<file path="src/rtl/bfp_compress_blk.sv">
// Block-floating-point compressor: ping-pong block buffer, per-channel exponent, rounded/saturated mantissas.
// Optional saturation counter enabled by defining BFP_SAT_CNT_EN (adds i_cnt_clr / o_sat_cnt).
module bfp_compress_blk #(
  parameter int CH   = 1,
  parameter int IW   = 16,
  parameter int MW   = 9,
  parameter int BLK  = 12,
  parameter int EXPW = 4
) (
  input  logic                 clk,
  input  logic                 rst,
  input  logic                 i_vld,
  input  logic                 i_sop,
  input  logic                 i_eop,
  input  logic [CH*2*IW-1:0]   i_din,
  input  logic [6:0]           i_slot_idx,
  input  logic [3:0]           i_symb_idx,
  input  logic [8:0]           i_prb_idx,
`ifdef BFP_SAT_CNT_EN
  input  logic                 i_cnt_clr,
  output logic [15:0]          o_sat_cnt,
`endif
  output logic                 o_vld,
  output logic                 o_sop,
  output logic                 o_eop,
  output logic [CH*2*MW-1:0]   o_dout,
  output logic [CH*EXPW-1:0]   o_exp,
  output logic [6:0]           o_slot_idx,
  output logic [3:0]           o_symb_idx,
  output logic [8:0]           o_prb_idx,
  output logic                 o_err
);

  localparam int AW = (BLK > 1) ? $clog2(BLK) : 1;
  localparam logic signed [IW:0] MAXV = (IW+1)'(2**(MW-1) - 1);
  localparam logic signed [IW:0] MINV = ~MAXV;

  typedef enum logic [1:0] {IDLE, FILL, DISCARD} state_t;

  state_t                 state;
  logic [AW-1:0]          wr_cnt, pos, rd_cnt, rd_addr;
  logic                   wr_bank, drain_bank, accept, last, close;
  logic [CH*(IW-1)-1:0]   acc, acc_nxt, blk_or;
  logic [19:0]            side_in, side_fill, side_pend, side_cur;
  logic [CH*2*IW-1:0]     ram [2][BLK];
  logic [CH*2*IW-1:0]     rd_data;
  logic                   rd_act, rd_vld, rd_first, rd_last;
  logic [CH*EXPW-1:0]     exp_cur;
  logic [CH*2*MW-1:0]     dout_nxt;
`ifdef BFP_SAT_CNT_EN
  logic [15:0]            sat_n;
`endif

  function automatic logic [IW-2:0] mag(input logic [IW-1:0] x);
    return x[IW-1] ? ~x[IW-2:0] : x[IW-2:0];
  endfunction

  function automatic logic [EXPW-1:0] calc_exp(input logic [IW-2:0] m);
    int e;
    e = 0;
    for (int i = 0; i < IW-1; i++)
      if (m[i] && (i + 2 - MW) > 0) e = i + 2 - MW;
    return EXPW'(e);
  endfunction

  function automatic logic signed [IW:0] rnd(input logic [IW-1:0] x, input logic [EXPW-1:0] e);
    logic signed [IW:0] xs;
    xs = $signed({x[IW-1], x});
    if (e == '0) return xs;
    return $signed(xs + ((IW+1)'(1) <<< (e - EXPW'(1)))) >>> e;
  endfunction

  assign side_in = {i_slot_idx, i_symb_idx, i_prb_idx};

  always_comb begin
    pos     = i_sop ? '0 : wr_cnt;
    accept  = i_vld && (i_sop || state == FILL);
    last    = (pos == AW'(BLK-1));
    acc_nxt = i_sop ? '0 : acc;
    for (int c = 0; c < CH; c++)
      acc_nxt[c*(IW-1) +: IW-1] = acc_nxt[c*(IW-1) +: IW-1]
                                  | mag(i_din[c*2*IW +: IW]) | mag(i_din[c*2*IW+IW +: IW]);
  end

  // Framing FSM: a block closes on the BLK-th accepted sample; eop only decides whether that is clean.
  always_ff @(posedge clk) begin
    if (rst) begin
      state      <= IDLE;
      wr_cnt     <= '0;
      wr_bank    <= 1'b0;
      drain_bank <= 1'b0;
      acc        <= '0;
      blk_or     <= '0;
      side_fill  <= '0;
      side_pend  <= '0;
      close      <= 1'b0;
      o_err      <= 1'b0;
    end else begin
      close <= 1'b0;
      o_err <= 1'b0;
      if (accept) begin
        acc <= acc_nxt;
        if (i_sop) side_fill <= side_in;
        if (last) begin
          close      <= 1'b1;
          blk_or     <= acc_nxt;
          side_pend  <= i_sop ? side_in : side_fill;
          drain_bank <= wr_bank;
          wr_bank    <= ~wr_bank;
          wr_cnt     <= '0;
          state      <= i_eop ? IDLE : DISCARD;
          o_err      <= (i_sop && state == FILL) || !i_eop;
        end else if (i_eop) begin
          wr_cnt <= '0;
          state  <= IDLE;
          o_err  <= 1'b1;
        end else begin
          wr_cnt <= pos + AW'(1);
          state  <= FILL;
          o_err  <= i_sop && state == FILL;
        end
      end
    end
  end

  always_ff @(posedge clk) begin
    if (!rst && accept) ram[wr_bank][pos] <= i_din;
  end

  assign rd_addr = close ? '0 : rd_cnt;

  always_ff @(posedge clk) begin
    if (rst) begin
      rd_act   <= 1'b0;
      rd_cnt   <= '0;
      rd_vld   <= 1'b0;
      rd_first <= 1'b0;
      rd_last  <= 1'b0;
      rd_data  <= '0;
      exp_cur  <= '0;
      side_cur <= '0;
    end else begin
      rd_vld   <= close || rd_act;
      rd_first <= close;
      rd_last  <= (close || rd_act) && (rd_addr == AW'(BLK-1));
      if (close || rd_act) rd_data <= ram[drain_bank][rd_addr];
      if (close) begin
        for (int c = 0; c < CH; c++)
          exp_cur[c*EXPW +: EXPW] <= calc_exp(blk_or[c*(IW-1) +: IW-1]);
        side_cur <= side_pend;
        rd_cnt   <= AW'(1);
        rd_act   <= (BLK > 1);
      end else if (rd_act) begin
        rd_act <= (rd_cnt != AW'(BLK-1));
        rd_cnt <= rd_cnt + AW'(1);
      end
    end
  end

  always_comb begin
    logic signed [IW:0] r;
    dout_nxt = '0;
`ifdef BFP_SAT_CNT_EN
    sat_n = '0;
`endif
    for (int c = 0; c < CH; c++) begin
      for (int k = 0; k < 2; k++) begin
        r = rnd(rd_data[c*2*IW + k*IW +: IW], exp_cur[c*EXPW +: EXPW]);
        if (r > MAXV || r < MINV) begin
          dout_nxt[c*2*MW + k*MW +: MW] = (r > MAXV) ? MAXV[MW-1:0] : MINV[MW-1:0];
`ifdef BFP_SAT_CNT_EN
          sat_n = sat_n + 16'd1;
`endif
        end else begin
          dout_nxt[c*2*MW + k*MW +: MW] = r[MW-1:0];
        end
      end
    end
  end

  always_ff @(posedge clk) begin
    if (rst) begin
      o_vld      <= 1'b0;
      o_sop      <= 1'b0;
      o_eop      <= 1'b0;
      o_dout     <= '0;
      o_exp      <= '0;
      o_slot_idx <= '0;
      o_symb_idx <= '0;
      o_prb_idx  <= '0;
    end else begin
      o_vld <= rd_vld;
      o_sop <= rd_vld && rd_first;
      o_eop <= rd_vld && rd_last;
      if (rd_vld) o_dout <= dout_nxt;
      if (rd_vld && rd_first) begin
        o_exp <= exp_cur;
        {o_slot_idx, o_symb_idx, o_prb_idx} <= side_cur;
      end
    end
  end

`ifdef BFP_SAT_CNT_EN
  always_ff @(posedge clk) begin
    if (rst || i_cnt_clr)
      o_sat_cnt <= '0;
    else if (rd_vld)
      o_sat_cnt <= (17'(o_sat_cnt) + 17'(sat_n) > 17'h0FFFF) ? 16'hFFFF : o_sat_cnt + sat_n;
  end
`endif

endmodule
</file>
<file path="config.mk">
export PLATFORM = sky130hd
export DESIGN_NAME = bfp_compress_blk
export DESIGN_NICKNAME = d
export VERILOG_FILES = /design/src/rtl/bfp_compress_blk.sv
export SDC_FILE = /design/constraint.sdc
export NUM_CORES = 1
export LEC_CHECK = 0
export ABC_CLOCK_PERIOD_IN_PS = 7570
export CAP_MARGIN = 20
export CELL_PAD_IN_SITES_DETAIL_PLACEMENT = 0
export CELL_PAD_IN_SITES_GLOBAL_PLACEMENT = 1
export CORE_ASPECT_RATIO = 1.75
export CORE_MARGIN = 4
export CORE_UTILIZATION = 54
export DETAILED_ROUTE_END_ITERATION = 8
export PLACE_DENSITY = 0.79
export SYNTH_ARGS = -nofsm -noshare
export SYNTH_HDL_FRONTEND = slang
export SYNTH_SLANG_ARGS = --single-unit
</file>
<file path="constraint.sdc">
create_clock -name clk -period 7.57 [get_ports clk]
set_input_delay 0.757 -clock clk [delete_from_list [all_inputs] [get_ports clk]]
set_output_delay 0.757 -clock clk [all_outputs]
set_load 0.005 [all_outputs]
</file>
==> results of run 1 <==
worst max-delay path, cell delays in order (launching register included):
cell      delay [ns]
dfxtp_1         0.44
buf_4           0.27
nor2_1          0.44
nand2_1         0.18
inv_1           0.30
ha_1            0.32
ha_1            0.37
a21oi_1         0.20
a221o_1         0.43
a221oi_2        0.29
mux2i_1         0.69
o22ai_1         0.21
a221oi_2        0.34
nand4_1         0.19
nor4_4          0.52
o32ai_1         0.16
state kept, by name, indices dropped and copies added (netlist names), 7 cells and up, named ones only:
name / flops
side_cur: 20
ram: 768
side_fill: 20
side_pend: 20
o_slot_idx: 7
o_dout: 18
rd_data: 32
o_prb_idx: 9
blk_or: 7
acc: 7
path summary, 6_finish.rpt:
check / from / slack, ns / cells past startpoint / to
worst min register to register: state[0] / 0.45 / 2 / state[0]
worst max-delay path: exp_cur[2] / 2.06 / 15 / o_dout[5]
worst min-delay path: state[0] / 0.45 / 2 / state[0]
worst max register to register: exp_cur[2] / 2.06 / 15 / o_dout[5]
cell type report:
cell class | count | area [um2]
fill | 5418 | 28300
multi-input combinational | 1576 | 12800
inverter | 25 | 93.8
antenna | 2 | 5.00
sequential | 940 | 26500
timing repair buffer | 158 | 1480
clock inverter | 45 | 470
tap | 931 | 1160
clock buffer | 105 | 2210
stage by stage:
step / hold slack (ns) / std cells / util
after global routing: 0.473 / 3782 / 0.612
after global placement: 0.432 / 3629 / 0.575
after floorplan: 0.406 / 2729 / -
final: 0.451 / 3782 / 0.612
after detailed placement: 0.445 / 3629 / 0.575
after CTS: 0.454 / 3779 / 0.612
cells in the mapped netlist, types with 4 or more instances:
master	count	area [um2]
edfxtp_1	768	23100
o21a_1	11	82.6
o211a_1	5	50.1
o21ai_0	41	205
xnor2_1	22	193
a21oi_1	128	641
a21o_1	11	82.6
buf_2	5	25.0
o31ai_1	5	37.5
nor3_1	55	275
a211oi_1	59	443
o21bai_1	11	82.6
nor2_1	191	717
and3_1	8	50.1
mux4_2	202	4550
and2_1	11	68.8
or3_1	6	37.5
inv_1	25	93.8
a311oi_1	35	307
a2111oi_0	7	61.3
nand2_1	357	1340
o211ai_1	13	97.6
o2111ai_1	4	35.0
buf_1	47	176
mux2_2	9	101
nand4_1	9	56.3
xor2_1	28	245
mux2i_1	62	621
o22ai_1	18	113
nor3b_1	4	30.0
nand2b_1	24	150
a31oi_1	8	50.1
dfxtp_1	172	3440
or2_2	7	43.8
nor2b_1	14	87.6
a32oi_1	4	35.0
nand3b_1	35	263
clkbuf_1	132	495
ha_1	27	338
nor4_1	4	25.0
nand3_1	56	280
logic make-up after synthesis:
| logic type | Yosys count | share of synthesized area |
|---|---|---|
| compound gates | 412 | 0.0723 |
| buf+inv | 213 | 0.0208 |
| mux | 273 | 0.132 |
| flops | 940 | 0.664 |
| other cells | 1 | 0.0000940 |
| xor+xnor | 50 | 0.0110 |
| simple gates | 800 | 0.0908 |
| fa+ha+maj | 28 | 0.00875 |
metal layers:
| layer | track usage | vias up | part of all wire |
|---|---|---|---|
| met1 | 0.336 | 12100 | 0.36 |
| met5 | 0 | - | 0.00032 |
| li1 | - | 10600 | - |
| met2 | 0.461 | 1043 | 0.52 |
| met3 | 0.0445 | 262 | 0.067 |
| met4 | 0.120 | 4 | 0.049 |
layout by cell type, fill, tap and decap left out, types with 16 or more instances in the layout:
master / netlist / routed
dfxtp_1: 172 / 168
clkinv_1: 0 / 16
buf_4: 1 / 53
clkdlybuf4s50_1: 0 / 99
a311oi_1: 35 / 35
a211oi_1: 59 / 59
clkbuf_1: 132 / 19
nor2_1: 191 / 167
o22ai_1: 18 / 18
nor2_4: 0 / 24
nand3_1: 56 / 56
mux4_2: 202 / 202
xnor2_1: 22 / 22
a21oi_1: 128 / 128
nor3_1: 55 / 54
inv_1: 25 / 26
edfxtp_1: 768 / 768
ha_1: 27 / 27
xor2_1: 28 / 28
nand2b_1: 24 / 21
nand3b_1: 35 / 35
clkbuf_16: 0 / 85
nand2_1: 357 / 357
o21ai_0: 41 / 41
mux2i_1: 62 / 62
power groups by stage:
stage	clock network (mW)	registers (mW)	logic, mW
after floorplan	0	5.71	0.0894
after global placement	0	5.71	0.202
after detailed placement	0	5.72	0.211
after CTS	4.28	5.60	0.211
after global routing	4.50	5.60	0.232
final	4.20	5.60	0.212
==> run_results.csv, run 1 <==
group,metric,value,unit
final_layout,drive_gt1_frac,0.160,
pwr,total_leakage_power,14.2,nW
synthesis,synth-seq-cells,940,
floorplan,start_util,0.546,
cts,root_buffer,"clkbuf_16",
grt,first_global_vias,24300,
pwr,sequentialPowerShare,0.559,
timing,finalHoldViolCount,0,
pwr,p_clk_frac,0.420,
timing,fin_setup_tns,0,ns
synthesis,synth_edf_count,768,
grt,antenna_found_initial,5,
timing,finalSetupViolations,0,
cts,clock-sinks,940,
run,cap_violations,0,
worst_setup_path,end_kind,"register",
grt,grt_pass1_wl,156000,um
cts,post_cts_buffers,0,
routing,wl,105000,um
timing,finalCriticalPeriod,5.51,ns
worst_setup_path,worstPathRequired,8.08,ns
timing,timing.final.ws_setup,2.06,ns
pwr,power,10.0,mW
pwr,powerDensity,224,mW/mm2
timing,fmax,181,MHz
synthesis,synth_flop_cell,"edfxtp_1",
floorplan,die_h,368,um
worst_setup_path,path_class,"reg2reg",
pwr,power_switching,2.05,mW
cts,clk_latency,0.67,ns
floorplan,die_area,0.0785,mm2
final_layout,final_nets,2868,
worst_setup_path,worstSetupStartpointType,"register",
placed_design,hpwl,60400,um
cts,ctsHoldBuffers,0,
cts,clkTransAtPathRegs,0.06,ns
routing,wire_per_inst,27.9,um
worst_setup_path,worstPathArrival,6.02,ns
cts,cts_buffers,83,
pwr,combinationalPowerShare,0.021,
timing,worst_pin_slew,1.14,ns
placed_design,gp_congestion,0.848,
timing,finalCritPeriodShare,0.728,
pwr,p_sw_frac,0.205,
final_layout,area_growth,12.2,%
timing,slew_violations,0,
routing,drt_drc_violations_left,0,
grt,grt_max_degree,128,
placed_design,pre_cts_ws,2.15,ns
floorplan,pin_count,103,
cts,cts_tree,"done",
placed_design,place_area,0.0421,mm2
synthesis,yosys_warnings,0,
floorplan,die_w,214,um
min_path,min_path_type,"reg2reg",
routing,dr.pass1.iters,8,
run_status,status,"finished clean",
synthesis,yosysSeqAreaShare,0.664,
grt,grt.total_usage,0.269,
routing,vias,24000,
cts,htreeDepth,3,
timing,grt_setup_unrepaired,"no",
cts,clock_path_buffers,3,
placed_design,portBuffers,101,
timing,maxSlewHeadroom,0.238,
synthesis,synthDistinctLibCells,91,
pwr,intPower,7.97,mW
synthesis,avgSynthCellArea,14.7,um2
timing,fin_skew,0.0252,ns
floorplan,coreArea,0.0731,mm2
grt,grt_overflow,0,
routing,vias_per_cell,6.34,
pwr,ir_drop,214,uV
final_layout,final_area,0.0448,mm2
synthesis,synthCells,2717,
worst_setup_path,cp_max_fo,18,
routing,drt_iter0_markers,2153,
synthesis,syn_area,0.0399,mm2
routing,ant_nets,0,
cts,post_cts_resized,0,
synthesis,synthArstFlopShare,0,
floorplan,rows,131,
Power figures use the tool's default switching activity.
==> run 2: changes to the inputs <==
==> config.mk (replaced) <==
export PLATFORM = sky130hd
export DESIGN_NAME = bfp_compress_blk
export DESIGN_NICKNAME = d
export VERILOG_FILES = /design/src/rtl/bfp_compress_blk.sv
export SDC_FILE = /design/constraint.sdc
export NUM_CORES = 1
export LEC_CHECK = 0
export ABC_CLOCK_PERIOD_IN_PS = 4700
export CAP_MARGIN = 20
export CELL_PAD_IN_SITES_DETAIL_PLACEMENT = 0
export CELL_PAD_IN_SITES_GLOBAL_PLACEMENT = 1
export CORE_ASPECT_RATIO = 1.75
export CORE_MARGIN = 4
export CORE_UTILIZATION = 47
export DETAILED_ROUTE_END_ITERATION = 8
export PLACE_DENSITY = 0.72
export SYNTH_ARGS = -nofsm -noshare
export SYNTH_HDL_FRONTEND = slang
export SYNTH_SLANG_ARGS = --single-unit
==> constraint.sdc (replaced) <==
create_clock -name clk -period 4.7 [get_ports clk]
set_input_delay 0.47 -clock clk [delete_from_list [all_inputs] [get_ports clk]]
set_output_delay 0.47 -clock clk [all_outputs]
set_load 0.005 [all_outputs]
==> run 2 against run 1 <==
Compared with the run above:
- via count is 0.85% higher
- cell count is 5.2% higher
- worst hold slack got worse by 0.15 ns
- largest cell class unchanged
- design area increased by 1.7%
- non-clock buffer count up 52
- utilization is 7.3 points lower
- setup slack got worse by 1.7 ns
- first-iteration DRC count shrank 1.5%
- clock-buffer cell count decreased by 1
- sequential share of layout area decreased by 0.99 points
- highest routed layer is now met4
- power is 62% higher
- fmax up 27%
==> run_results.csv, run 2 (same netlist as run 1, synthesis figures left out) <==
group,metric,value,unit
pwr,total_leakage_power,14.5,nW
timing,worst_pin_slew,1.05,ns
final_layout,area_growth,14.1,%
timing,fin_setup_tns,0,ns
floorplan,die_w,228,um
worst_setup_path,worstSetupStartpointType,"register",
worst_setup_path,slowest_stage,"nor4_4",
min_path,min_path_type,"in2reg",
pwr,p_sw_frac,0.204,
worst_setup_path,critPathMostFrequentCell,"ha_1",
pwr,powerDensity,357,mW/mm2
run,cap_violations,0,
cts,root_buffer,"clkbuf_16",
placed_design,gp_congestion,0.904,
placed_design,hpwl,68300,um
floorplan,coreArea,0.0843,mm2
worst_setup_path,path_class,"reg2reg",
grt,first_global_vias,24800,
run_status,status,"finished clean",
timing,finalHoldViolCount,0,
routing,drt_iter0_markers,2120,
pwr,intPower,12.9,mW
pwr,power_switching,3.32,mW
grt,grt.total_usage,0.241,
timing,finalSetupViolations,0,
timing,slew_violations,0,
pwr,power,16.3,mW
timing,maxSlewHeadroom,0.295,
final_layout,final_nets,2921,
routing,dr.pass1.iters,8,
worst_setup_path,end_kind,"register",
grt,grt_pass1_wl,163000,um
routing,wire_per_inst,27.5,um
cts,ctsHoldBuffers,0,
placed_design,pre_cts_ws,0.324,ns
cts,clkTransAtPathRegs,0.06,ns
placed_design,portBuffers,101,
timing,worst_hold_slack,0.296,ns
grt,grt_overflow,0,
cts,cts_buffers,84,
cts,cts_tree,"done",
worst_setup_path,path_buf_inv,2,
timing,grt_setup_unrepaired,"no",
cts,clock-sinks,940,
cts,htreeDepth,3,
routing,ant_nets,0,
cts,post_cts_buffers,0,
worst_setup_path,cp_max_fo,8,
pwr,ir_drop,246,uV
worst_setup_path,worstPathArrival,4.89,ns
routing,vias_per_cell,6.08,
routing,wl,109000,um
floorplan,die_area,0.0898,mm2
routing,vias,24200,
timing,fmax,230,MHz
timing,fin_skew,0.0335,ns
final_layout,fillers,6814,
final_layout,drive_gt1_frac,0.178,
timing,timing.final.ws_setup,0.351,ns
final_layout,layout_commonest_cell,"edfxtp_1",
final_layout,most-common-layout-cells,"768 x edfxtp_1, 357 x nand2_1, 202 x mux4_2",
pwr,combinationalPowerShare,0.021,
pwr,p_clk_frac,0.423,
timing,finalCriticalPeriod,4.35,ns
floorplan,start_util,0.473,
floorplan,pin_count,103,
final_layout,largest_reg_flops,768,
cts,clk_latency,0.68,ns
timing,finalCritPeriodShare,0.925,
pwr,sequentialPowerShare,0.555,
worst_setup_path,regToRegSetupSlack,0.35,ns
floorplan,rows,141,
grt,antenna_found_initial,3,
final_layout,largestRegisters,"ram (768), rd_data (32)",
worst_setup_path,worstPathRequired,5.24,ns
worst_setup_path,path_cells,"nor2_1 -> nand2_1 -> inv_1 -> buf_4 -> ha_1 -> ha_1 -> o21ai_0 -> a21o_1 -> a211o_1 -> o21ai_1 -> xnor2_1 -> o31ai_1 -> a221oi_2 -> nand4_1 -> nor4_4 -> o32ai_1",
final_layout,largest_register,"ram",
cts,clock_path_buffers,3,
routing,drt_drc_violations_left,0,
cts,post_cts_resized,0,
worst_setup_path,critPathMaxStageDelay,0.52,ns
floorplan,die_h,393,um
grt,grt_max_degree,97,
worst_setup_path,crit_family,"compound AO/OA/AOI/OAI gates",
[run 2: layer usage]
| metal | vias to the layer above | wire length [um] | global-route usage |
|---|---|---|---|
| met5 | - | 0 | 0 |
| met2 | 868 | 58500 | 0.437 |
| li1 | 10700 | - | - |
| met4 | 0 | 4570 | 0.102 |
| met1 | 12400 | 40200 | 0.289 |
| met3 | 214 | 6010 | 0.0319 |
[run 2: final cells by class]
cell class,count,area [um2],share of cell area
well taps,1072,1340,0.0295
repair buffers,210,2010,0.0442
multi-input cells,1576,12800,0.282
clock buffers,104,2240,0.0492
flip-flops and latches,940,26500,0.582
inverters,25,93.8,0.00206
diodes,3,7.51,0.000165
clock inverters,47,479,0.0105
[run 2: power by group through the flow]
stage	combinational [mW]	sequential, mW	clock [mW]
2_1_floorplan	0.144	9.20	0
3_3_place_gp	0.337	9.20	0
3_5_place_dp	0.349	9.21	0
4_1_cts	0.350	9.02	7.02
5_1_grt	0.381	9.02	7.35
6_report	0.347	9.03	6.88
[run 2: per-stage QoR]
step,cell area (um2),cells,util
2_1_floorplan,40000,2729,-
3_3_place_gp,42800,3823,0.507
3_5_place_dp,42800,3823,0.507
4_1_cts,45500,3974,0.540
5_1_grt,45500,3976,0.540
6_report,45500,3977,0.540
[run 2: final timing paths]
kind                   endpoint          from  depth (start not counted)
setup / recovery      o_dout[5]    exp_cur[2]                         16
hold / removal       o_dout[17]           rst                          2
setup reg to reg      o_dout[5]    exp_cur[2]                         16
hold reg to reg   o_slot_idx[2]  side_cur[15]                          2
==> run 3: changes to the inputs <==
==> config.mk (replaced) <==
export PLATFORM = sky130hd
export DESIGN_NAME = bfp_compress_blk
export DESIGN_NICKNAME = d
export VERILOG_FILES = /design/src/rtl/bfp_compress_blk.sv
export SDC_FILE = /design/constraint.sdc
export NUM_CORES = 1
export LEC_CHECK = 0
export ABC_CLOCK_PERIOD_IN_PS = 4800
export CAP_MARGIN = 20
export CELL_PAD_IN_SITES_DETAIL_PLACEMENT = 0
export CELL_PAD_IN_SITES_GLOBAL_PLACEMENT = 1
export CORE_ASPECT_RATIO = 1.75
export CORE_MARGIN = 4
export CORE_UTILIZATION = 52
export DETAILED_ROUTE_END_ITERATION = 8
export GPL_TIMING_DRIVEN = 0
export PLACE_DENSITY = 0.76
export SYNTH_ARGS = -nofsm -noshare
export SYNTH_HDL_FRONTEND = slang
export SYNTH_SLANG_ARGS = --single-unit
==> constraint.sdc (replaced) <==
create_clock -name clk -period 4.8 [get_ports clk]
set_input_delay 0.48 -clock clk [delete_from_list [all_inputs] [get_ports clk]]
set_output_delay 0.48 -clock clk [all_outputs]
set_load 0.005 [all_outputs]
==> run 3 against run 2 <==
Compared with the run above:
- via count up 3.0%
- combinational power up 5%
- wire length up 3.9%
- first-iteration DRC count up 7.9%
- worst hold slack better by 0.056 ns
- cell count up 1.8%
- largest cell class unchanged
==> run_results.csv, run 3 (same netlist as run 1, synthesis figures left out) <==
group,metric,value,unit
timing,fin_setup_tns,0,ns
placed_design,gp_congestion,0.905,
pwr,power,15.9,mW
placed_design,hpwl,82800,um
final_layout,largest_reg_flops,768,
timing,timing.final.ws_setup,0.160,ns
routing,vias,24900,
worst_setup_path,worstSetupStartpointType,"register",
min_path,hold_depth,3,
grt,antenna_found_initial,3,
cts,clock_path_buffers,3,
routing,wire_per_inst,28.1,um
timing,maxSlewHeadroom,0.227,
timing,fin_skew,0.0271,ns
final_layout,largest_register,"ram",
floorplan,die_area,0.0814,mm2
worst_setup_path,worstPathArrival,5.16,ns
final_layout,most-common-layout-cells,"768 x edfxtp_1, 356 x nand2_1, 202 x mux4_2",
grt,grt_overflow,0,
floorplan,die_h,374,um
worst_setup_path,critPathMaxStageDelay,0.54,ns
grt,grt_pass1_wl,166000,um
floorplan,start_util,0.524,
routing,wl,114000,um
timing,worst_pin_slew,1.16,ns
floorplan,die_w,217,um
floorplan,coreArea,0.0761,mm2
min_path,min_from,"rst",
worst_setup_path,cp-endpoint,"o_dout[12]",
routing,drt_drc_violations_left,0,
routing,dr.pass1.iters,6,
cts,clk_latency,0.67,ns
worst_setup_path,path_cells,"clkbuf_4 -> nand2_2 -> nor2_4 -> ha_1 -> and2_1 -> a211oi_4 -> a2111oi_1 -> a211oi_1 -> xnor2_1 -> mux2_2 -> a221oi_1 -> o211ai_1 -> o31ai_4 -> buf_12 -> o32ai_2",
routing,vias_per_cell,6.16,
worst_setup_path,reg2regPathDepth,15,
pwr,powerDensity,344,mW/mm2
routing,ant_nets,0,
cts,clock-sinks,940,
cts,clkTransAtPathRegs,0.07,ns
floorplan,pin_count,103,
pwr,ir_drop,298,uV
timing,finalCritPeriodShare,0.967,
pwr,total_leakage_power,14.5,nW
worst_setup_path,slowest_stage,"dfxtp_1",
run,cap_violations,0,
min_path,min_path_type,"in2reg",
timing,slew_violations,0,
timing,finalHoldViolCount,0,
final_layout,final_nets,3042,
grt,grt_max_degree,26,
worst_setup_path,startpoint,"exp_cur[2]",
placed_design,placed_cells,3878,
routing,drt_iter0_markers,2288,
grt,grt.total_usage,0.279,
worst_setup_path,worstPathRequired,5.32,ns
cts,htreeDepth,3,
cts,cts_buffers,83,
final_layout,drive_gt1_frac,0.161,
final_layout,area_growth,15.4,%
floorplan,rows,134,
final_layout,layout.cells.non_filler,4048,
placed_design,pre_cts_ws,-1.40,ns
worst_setup_path,end_kind,"register",
worst_setup_path,regToRegSetupSlack,0.16,ns
timing,finalCriticalPeriod,4.64,ns
cts,cts_tree,"done",
final_layout,layout_commonest_cell,"edfxtp_1",
timing,fmax,216,MHz
worst_setup_path,r2r_start,"exp_cur[2]",
placed_design,portBuffers,100,
timing,worst_hold_slack,0.352,ns
run_status,status,"finished clean",
cts,root_buffer,"clkbuf_16",
cts,ctsHoldBuffers,0,
grt,first_global_vias,25400,
worst_setup_path,cp_max_fo,10,
worst_setup_path,path_class,"reg2reg",
final_layout,largestRegisters,"ram (768), rd_data (32)",
timing,finalSetupViolations,0,
worst_setup_path,r2r-end,"o_dout[12]",
-- run 3: cell count changes in the layout (fill, tap and decap cells not counted), sizes merged --
cell,change
buf,-7
bufinv,-2
clkbuf,+120
clkdlybuf4s50,+1
clkinv,+8
clkinvlp,+9
diode,-1
inv,-5
-- run 3: metal layers --
metal  track usage  vias to the layer above  part of all wire
met1         0.307                    12600              0.34
met3        0.0364                      305             0.055
met5             0                        -           0.00013
met2         0.515                     1094              0.54
met4         0.156                        2             0.064
li1              -                    11000                 -
-- run 3: area by class of cell --
cell class,count,area (um2)
sequential,940,26500
fill,5937,30100
inverter,25,97.6
multi-input combinational,1576,12900
clock buffer,96,2200
clock inverter,57,505
antenna,2,5.00
tap,1020,1280
buffer,186,749
timing repair buffer,146,1780
-- run 3: repair_timing --
action                                  in CTS  in global routing
buffers inserted                             6                  4
endpoints found under the setup margin      18                 16
gates cloned                                 0                  0
pin swaps                                    2                  4
gates resized for setup                     29                 16
-- run 3: worst min path at each step --
| stage | end |
|---|---|
| 2_1_floorplan | o_eop |
| 3_3_place_gp | side_fill[13] |
| 3_5_place_dp | o_prb_idx[4] |
| 4_1_cts | o_dout[13] |
| 5_1_grt | o_dout[15] |
| 6_report | o_dout[13] |
-- run 3: through the flow --
stage | instance area, um2 | utilization
final | 46000 | 0.605
after global routing | 46000 | 0.605
after CTS | 45800 | 0.602
after detailed placement | 43000 | 0.564
after global placement | 42200 | 0.555
after floorplan | 40000 | -
-- run 3: where the power goes --
group	switching (mW)	internal, mW
combinational	0.252	0.115
sequential	0.00931	8.83
clock	3.05	3.60
-- run 3: critical path: cells and delay by family (launching register included) --
family                     cells  cell delay, ns
AOI/OAI and AO/OA              7            1.79
and+or+nand+nor                3            0.74
adders and majority gates      1            0.39
buffers and inverters          2            0.47
DFF                            1            0.54
muxes                          1            0.33
xor gates and xnor gates       1            0.24
